### config.mk
export PLATFORM = sky130hd
export DESIGN_NAME = cas_player
export DESIGN_NICKNAME = d
export VERILOG_FILES = /design/src/rtl/cas_player.sv
export SDC_FILE = /design/constraint.sdc
export NUM_CORES = 1
export LEC_CHECK = 0
export BUFFER_PORTS_ARGS = -buffer_cell sky130_fd_sc_hd__buf_2
export CELL_PAD_IN_SITES_DETAIL_PLACEMENT = 0
export CELL_PAD_IN_SITES_GLOBAL_PLACEMENT = 1
export CORE_MARGIN = 2
export CORE_UTILIZATION = 40
export DETAILED_ROUTE_END_ITERATION = 10
export PLACE_DENSITY = 0.8
export SLEW_MARGIN = 20
export SYNTH_ARGS = -nofsm -noshare
export SYNTH_HDL_FRONTEND = slang
export SYNTH_SLANG_ARGS = --single-unit
### constraint.sdc
create_clock -name clk -period 8.19 [get_ports clk]
set_clock_uncertainty 0.15 [all_clocks]
set_input_delay 0.4095 -clock clk [delete_from_list [all_inputs] [get_ports clk]]
set_output_delay 0.4095 -clock clk [all_outputs]
set_load 0.05 [all_outputs]
### src/rtl/cas_player.sv
// cas_player: cassette playback engine producing CoCo-style FSK from a tape
// image held in SDRAM behind a fixed-latency read port.
//
// Ports:
//   clk       system clock (CLK_HZ)
//   reset     synchronous, active-high reset
//   play      motor relay, 1 = tape running (0 during PLAY pauses mid-bit)
//   rewind    level, while 1 the position returns to 0 and the engine idles
//   turbo     1 = half-periods halved, sampled at the start of each bit
//   tape_len  number of valid bytes in the image
//   mem_addr  byte address of the current fetch, doubles as tape position
//   mem_rd    one-cycle read strobe
//   mem_data  read data, valid RD_LAT cycles after mem_rd
//   data      FSK output: bit 0 = one TONE0 cycle, bit 1 = one TONE1 cycle
//   active    1 while the waveform is being produced
//   eot       end of tape reached
//
// state | meaning
// IDLE  | stopped, waiting for play
// FETCH | first byte read in flight, waiting RD_LAT cycles for mem_data
// PLAY  | serialising shift_reg LSB first; next byte prefetched during bit 7
// END   | position reached tape_len; held until rewind or tape_len grows

module cas_player #(
  parameter int CLK_HZ   = 50000000,
  parameter int ADDR_W   = 25,
  parameter int RD_LAT   = 2,
  parameter int TONE0_HZ = 1200,
  parameter int TONE1_HZ = 2400
) (
  input  logic              clk,
  input  logic              reset,
  input  logic              play,
  input  logic              rewind,
  input  logic              turbo,
  input  logic [ADDR_W-1:0] tape_len,
  output logic [ADDR_W-1:0] mem_addr,
  output logic              mem_rd,
  input  logic [7:0]        mem_data,
  output logic              data,
  output logic              active,
  output logic              eot
);

  localparam int H0   = CLK_HZ / (2 * TONE0_HZ);
  localparam int H1   = CLK_HZ / (2 * TONE1_HZ);
  localparam int HMAX = (H0 > H1) ? H0 : H1;
  localparam int CW   = (HMAX < 2) ? 1 : $clog2(HMAX + 1);

  typedef enum logic [1:0] {IDLE, FETCH, PLAY, END} state_t;

  // Half-period length for one bit; never 0 so the counter reload is safe
  // even when turbo halves a 1-cycle half.
  function automatic logic [CW-1:0] half_len(input logic b, input logic t);
    logic [CW-1:0] h;
    h = b ? CW'(H1) : CW'(H0);
    if (t) h = h >> 1;
    if (h == '0) h = CW'(1);
    return h;
  endfunction

  state_t            state;
  logic [7:0]        shift_reg;
  logic [7:0]        next_reg;
  logic              have_next;
  logic [2:0]        bit_idx;
  logic              half;       // 0 = high half, 1 = low half
  logic [CW-1:0]     cnt;        // remaining cycles of the current half, minus one
  logic [CW-1:0]     h_cur;      // half length latched at bit start
  logic [RD_LAT-1:0] rd_sr;      // read-in-flight tracker; MSB = mem_data valid now

  logic              rd_valid;
  logic [7:0]        byte_nx;
  logic              bit_nx;
  logic [CW-1:0]     h_nx;
  logic [ADDR_W:0]   addr_inc_w;
  logic              more;

  assign rd_valid   = rd_sr[RD_LAT-1];
  assign addr_inc_w = {1'b0, mem_addr} + (ADDR_W+1)'(1);
  assign more       = addr_inc_w < {1'b0, tape_len};

  // Value of the bit that starts on this edge, and its half length. A
  // prefetch landing on the very edge the byte ends is taken straight from
  // mem_data so the boundary stays seamless.
  always_comb begin
    byte_nx = rd_valid ? mem_data : next_reg;
    bit_nx  = 1'b0;
    if (state == FETCH)       bit_nx = mem_data[0];
    else if (bit_idx == 3'd7) bit_nx = byte_nx[0];
    else                      bit_nx = shift_reg[1];
    h_nx = half_len(bit_nx, turbo);
  end

  always_ff @(posedge clk) begin
    if (reset || rewind) begin
      // rewind shares the reset clear: in-flight reads are dropped via rd_sr
      state     <= IDLE;
      mem_addr  <= '0;
      mem_rd    <= 1'b0;
      data      <= 1'b0;
      active    <= 1'b0;
      eot       <= 1'b0;
      shift_reg <= '0;
      next_reg  <= '0;
      have_next <= 1'b0;
      bit_idx   <= '0;
      half      <= 1'b0;
      cnt       <= '0;
      h_cur     <= '0;
      rd_sr     <= '0;
    end else begin
      mem_rd <= 1'b0;
      rd_sr  <= (rd_sr << 1) | RD_LAT'(mem_rd);
      if (rd_valid && state == PLAY) next_reg <= mem_data;

      case (state)
        IDLE: begin
          data   <= 1'b0;
          active <= 1'b0;
          if (play) begin
            if (mem_addr < tape_len) begin
              state  <= FETCH;
              mem_rd <= 1'b1;
            end else begin
              state <= END;
              eot   <= 1'b1;
            end
          end
        end

        FETCH: begin
          if (rd_valid) begin
            shift_reg <= mem_data;
            bit_idx   <= '0;
            half      <= 1'b0;
            h_cur     <= h_nx;
            state     <= PLAY;
            if (play) begin
              cnt    <= h_nx - 1'b1;
              data   <= 1'b1;
              active <= 1'b1;
            end else begin
              // entering paused: one extra count so the resume edge
              // yields a full high half
              cnt <= h_nx;
            end
          end
        end

        PLAY: begin
          if (!play) begin
            data   <= 1'b0;
            active <= 1'b0;
          end else begin
            active <= 1'b1;
            if (cnt != '0) begin
              cnt  <= cnt - 1'b1;
              data <= ~half;
            end else if (!half) begin
              half <= 1'b1;
              cnt  <= h_cur - 1'b1;
              data <= 1'b0;
            end else if (bit_idx != 3'd7) begin
              shift_reg <= shift_reg >> 1;
              bit_idx   <= bit_idx + 1'b1;
              half      <= 1'b0;
              h_cur     <= h_nx;
              cnt       <= h_nx - 1'b1;
              data      <= 1'b1;
              if (bit_idx == 3'd6) begin
                mem_addr  <= addr_inc_w[ADDR_W-1:0];
                have_next <= more;
                mem_rd    <= more;
              end
            end else if (have_next) begin
              shift_reg <= byte_nx;
              bit_idx   <= '0;
              half      <= 1'b0;
              h_cur     <= h_nx;
              cnt       <= h_nx - 1'b1;
              data      <= 1'b1;
              have_next <= 1'b0;
            end else begin
              state  <= END;
              data   <= 1'b0;
              active <= 1'b0;
              eot    <= 1'b1;
            end
          end
        end

        END: begin
          data   <= 1'b0;
          active <= 1'b0;
          if (tape_len > mem_addr) begin
            state <= IDLE;
            eot   <= 1'b0;
          end
        end

        default: state <= IDLE;
      endcase
    end
  end

endmodule
**Yosys cells after proc, flatten, opt, wreduce, memory -nomap -nowiden**

Cells that the tools add are included.

- Register bits after elaboration: 84
- Output and inout bits: 29

- $add $sub $neg: 5
- Order comparisons: 3
- Equality and inequality tests: 19
- Muxes and demuxes: 83
- Bitwise gates (word level): 3
- Reduce and logical (&&, ||, !) cells: 16

Operators with widths:

| kind | number |
|---|---|
| 15-bit two-way mux | 16 |
| 15-bit case mux with 2 select lines | 2 |
| 8-bit two-way mux | 7 |
| 15-bit by 1-bit subtractor with 15-bit output, second input constant | 3 |
| 1-bit two-way mux | 35 |
| 25-bit by 1-bit adder with 26-bit output, second input constant | 1 |
| 26-bit by 25-bit less-than comparator with 1-bit output | 1 |
| 25-bit greater-than comparator | 1 |
| 25-bit less-than comparator | 1 |
| 2-bit != test, second input constant | 10 |
| 2-bit two-way mux | 9 |
| 3-bit two-way mux | 6 |
| 8-bit case mux with 2 select lines | 1 |
| 15-bit zero test | 1 |
| 15-bit nonzero test | 1 |
| 6-bit AND reduction | 2 |
| 1-bit case mux with 3 select lines | 3 |
| 9-bit AND reduction | 1 |
| 2-bit case mux with 4 select lines | 1 |
| 4-bit AND reduction | 2 |
| 8-bit AND reduction | 1 |
| 3-bit equality test, second input constant | 2 |
| 3-bit case mux with 2 select lines | 1 |
| 5-bit by 3-bit != test with 1-bit output, second input constant | 1 |
| other kinds (17) | 20 |

**Longest topological paths before layout**

- Word-level depth: 14
- Gate-level depth with buffers: 13
- Gate-level depth less buffers: 13

**Worst setup path after synthesis**

OpenSTA, ideal clock, no wires.

- Path type: register to register
- From: register mem_addr[0]
- To: register have_next
- Arrival: 3.692 ns
- Data required time: 7.906 ns
- Setup slack: 4.214 ns
- Cell stages (with the launch flop): 13
- Path buffers: 0
- Cell sequence: dfxtp_1 -> ha_1 -> nand3_2 -> or3_1 -> or4b_1 -> nor4_2 -> nand3_1 -> xnor2_1 -> ha_1 -> nand3_1 -> or3_1 -> o211ai_1 -> o31ai_1

- Longest elaborated chain between the ends: 4

Ends and longest elaborated chain:

| item | RTL line | RTL |
|---|---|---|
| start, declared | 37 | `output logic [ADDR_W-1:0] mem_addr,` |
| start signal, assigned | 172 | `mem_addr <= addr_inc_w[ADDR_W-1:0];` |
| 25-bit by 1-bit adder with 26-bit output | 80 | `assign addr_inc_w = {1'b0, mem_addr} + (ADDR_W+1)'(1);` |
| via addr_inc_w[24] | 76 | `logic [ADDR_W:0] addr_inc_w;` |
| 26-bit by 25-bit less-than comparator with 1-bit output | 81 | `assign more = addr_inc_w < {1'b0, tape_len};` |
| 1-bit two-way mux | 171 | `if (bit_idx == 3'd6) begin` |
| 1-bit two-way mux | 164 | `end else if (bit_idx != 3'd7) begin` |
| end signal, assigned | 173 | `have_next <= more;` |
| end, declared | 65 | `logic have_next;` |

The timed path passes the listed nets, and every way through them passes these cells. The select of a mux whose other input is x is not followed.
A chain may end at the register's enable or synchronous reset.

**Worst setup path in the final report**

- From: register mem_addr[0]
- To: register mem_rd

- Longest elaborated chain between the ends: 8

Ends and longest elaborated chain:

| item | RTL line | RTL |
|---|---|---|
| 25-bit by 1-bit adder with 26-bit output | 80 |  |
| via addr_inc_w[24] | 76 |  |
| 26-bit by 25-bit less-than comparator with 1-bit output | 81 |  |
| 1-bit two-way mux | 171 |  |
| 1-bit two-way mux | 164 |  |
| 1-bit two-way mux | 160 | `end else if (!half) begin` |
| 1-bit two-way mux | 157 | `if (cnt != '0) begin` |
| 1-bit two-way mux | 152 | `if (!play) begin` |
| 1-bit case mux with 2 select lines | 117 | `case (state)` |
| end signal, assigned | 174 | `mem_rd <= more;` |
| end, declared | 38 | `output logic mem_rd,` |

The timed path passes the listed nets, and every way through them passes these cells.

==> results.tsv <==
stage	metric	value	unit
sta	final hold vios	0	
finish	most common cell after layout, fill and taps aside	nand2_1	
floorplan	Initial Utilization	0.408	
power	Logic pwr share	0.212	
power	Reg power frac	0.380	
sta	RSZ-0062 raised after global routing	false	
synth	Netlist Area Pre-Place	5610	µm²
clocking	total CTS buffers	9	
global_routing	first-pass GRT wire length	25.2	mm
drt	routed via count	5416	
synth	syn_nets	855	
clocking	clk root buf	clkbuf_16	
power	leakage	2.59	nW
floorplan	FP Rows	43	
power	Pwr per Cell Area	158	nW/µm²
clocking	worst skew pair latency	340	ps
power	P_int	0.687	mW
global_routing	initial antenna violation count	0	
global_routing	largest net degree at the start of global routing	61	
global_routing	All-Layer GR Usage	0.210	
finish	antenna cells	0	
synth	EDFF count, synth	0	
run_status	status	complete, no violations	
synth	Async SR Flop Fraction	0	
floorplan	Ports	67	
drt	DR vias/cell	5.50	
clocking	clock slew at reported path FFs	60	ps
hold_path	Worst Hold Launch	mem_data[7]	
place	Port-buffer cells	66	
setup_path	Critical Path AT	4010	ps
place	HPWL Detailed	11.3	mm
clocking	CTS Hold Bufs	0	
clocking	CTS resizes	0	
hold_path	sink of the worst hold path	next_reg[7]	
drt	ANT nets after route	0	
setup_path	reg-to-reg endpoint	mem_rd	
setup_path	Setup crit end kind	flip-flop	
sta	Final Max Tran Viols	0	
drt	DRT iter0 DRCs	421	
drt	drt drc	0	
clocking	CTS sink count	75	
hold_path	Cells on Worst Hold Path	3	
setup_path	CP Data Required Time	8240	ps
hold_path	Hold Crit Class	in2reg	
synth	synth unique cells	55	
synth	mean post-synth cell area	7.48	µm²
run	Max-cap violations	0	
sta	# setup viols final	0	
synth	register area share after synthesis	0.267	
power	sw frac	0.316	
power	Switch Pwr	0.317	mW
sta	max frequency	0.252	GHz
sta	slack of the critical path	4230	ps
floorplan	Die W	122	µm
sta	Rel. slew slack	0.307	
clocking	CTS Buffer Depth	2	
floorplan	die height	122	µm
synth	Primary FF master, synth	dfxtp_1	
power	Clock power frac	0.408	
sta	Period Utilization, post-route	0.484	
sta	post-layout min period	3960	ps
floorplan	die area	15000	µm²
setup_path	r2r setup slk	4230	ps
clocking	# H-tree levels	3	
finish	share of layout cells above drive strength 1	0.119	
place	routability-driven placement congestion ratio	0.836	
finish	commonest non-fill, non-tap cells in the layout	nand2_1 (91), a21oi_1 (79), dfxtp_1 (75)	
drt	Initial DRT Pass Iterations	8	
sta	Fin Setup TNS	0	ps
drt	WL final	15.2	mm
synth	Yosys warnings	0	
finish	Largest register FFs	25	
setup_path	CP Max Fanout	7	
clocking	CTS tree	done	
setup_path	CP Launch Type	flip-flop	
power	Max VDD drop	0.0000930	V
synth	#FFs+latches synth	75	
setup_path	CP Class	reg2reg	
floorplan	Core ar.	13800	µm²
finish	area delta synth->final	13.6	%
sta	Slew @ Worst Pin	1010	ps
global_routing	vias in the first global route	5261	
clocking	Setup Buffers After CTS	0	
finish	layout net count	904	
setup_path	reg2reg start	mem_addr[0]	
global_routing	GRT overflow	0	
drt	Avg WL per Cell	15.4	µm
setup_path	Reg2Reg Depth	12	
synth	synthesized instance count	751	
place	Setup WS pre-CTS	4270	ps
## kinds of logic after synthesis
logic type	Yosys count	share of synthesized area
buffers and inverters	99	0.0671
adder cells (fa/ha/maj)	66	0.147
flip-flops	75	0.267
multiplexers	2	0.00357
AO/OA/AOI/OAI	192	0.206
AND/OR/NAND/NOR	270	0.236
XOR/XNOR	47	0.0733
## layout make-up
cell class              count  area [µm²]
repair buffers             70         360
inverters                  67         251
well taps                 180         225
fillers                  1457        7400
clock inverters             7        76.3
flip-flops and latches     75        1500
multi-input cells         577        3740
clock buffers               9         225
## metal layers
layer	wire length [µm]	GRT usage
met5	0	0
met1	6990	0.268
met3	646	0.0330
met2	7350	0.363
met4	194	0.0690
## worst max path at each step
stage / from / endpoint / cells after the start
finish: mem_addr[0] / mem_rd / 12
floorplan: mem_addr[0] / have_next / 12
global placement: mem_addr[0] / mem_rd / 12
global route: mem_addr[0] / mem_rd / 12
detailed placement: mem_addr[0] / have_next / 12
CTS: mem_addr[0] / mem_rd / 12
## Yosys cell counts (all sizes together) (14+ instances only)
master	n	area share
o21ai	40	0.036
or3	14	0.016
inv	67	0.045
nor2	57	0.038
nor3	23	0.021
dfxtp	75	0.27
clkbuf	28	0.019
ha	66	0.15
xnor2	39	0.061
nand3	33	0.030
a21oi	79	0.070
nand4	16	0.019
nand2	91	0.061
## power groups by stage
stage | Clock (mW) | Combinational [mW] | Sequential, mW
final | 0.410 | 0.213 | 0.382
after global routing | 0.436 | 0.239 | 0.383
after detailed placement | 0 | 0.211 | 0.390
after floorplan | 0 | 0.153 | 0.391
after global placement | 0 | 0.206 | 0.390
after CTS | 0.420 | 0.212 | 0.382
## stage by stage
| stage | power, mW | hold slack (ps) | util | std cells | area (µm²) |
|---|---|---|---|---|---|
| floorplan | 0.544 | 256 | - | 751 | 5610 |
| CTS | 1.01 | 167 | 0.463 | 985 | 6380 |
| global placement | 0.596 | 272 | 0.441 | 969 | 6070 |
| finish | 1.00 | 175 | 0.463 | 985 | 6380 |
| global route | 1.06 | 185 | 0.463 | 985 | 6380 |
| detailed placement | 0.601 | 286 | 0.441 | 969 | 6070 |
## critical path, cell delays in order, from the launching register on
cell and delay (ps):
dfxtp_1 450, ha_1 270, nand3_2 150, or3_1 410, or4b_1 610, nor4_2 380
nand3_1 170, xnor2_1 150, ha_1 290, nand3_1 90, or3_1 350, o211ai_1 250
o31ai_1 90
No activity file was read; power rests on OpenSTA's default activity.
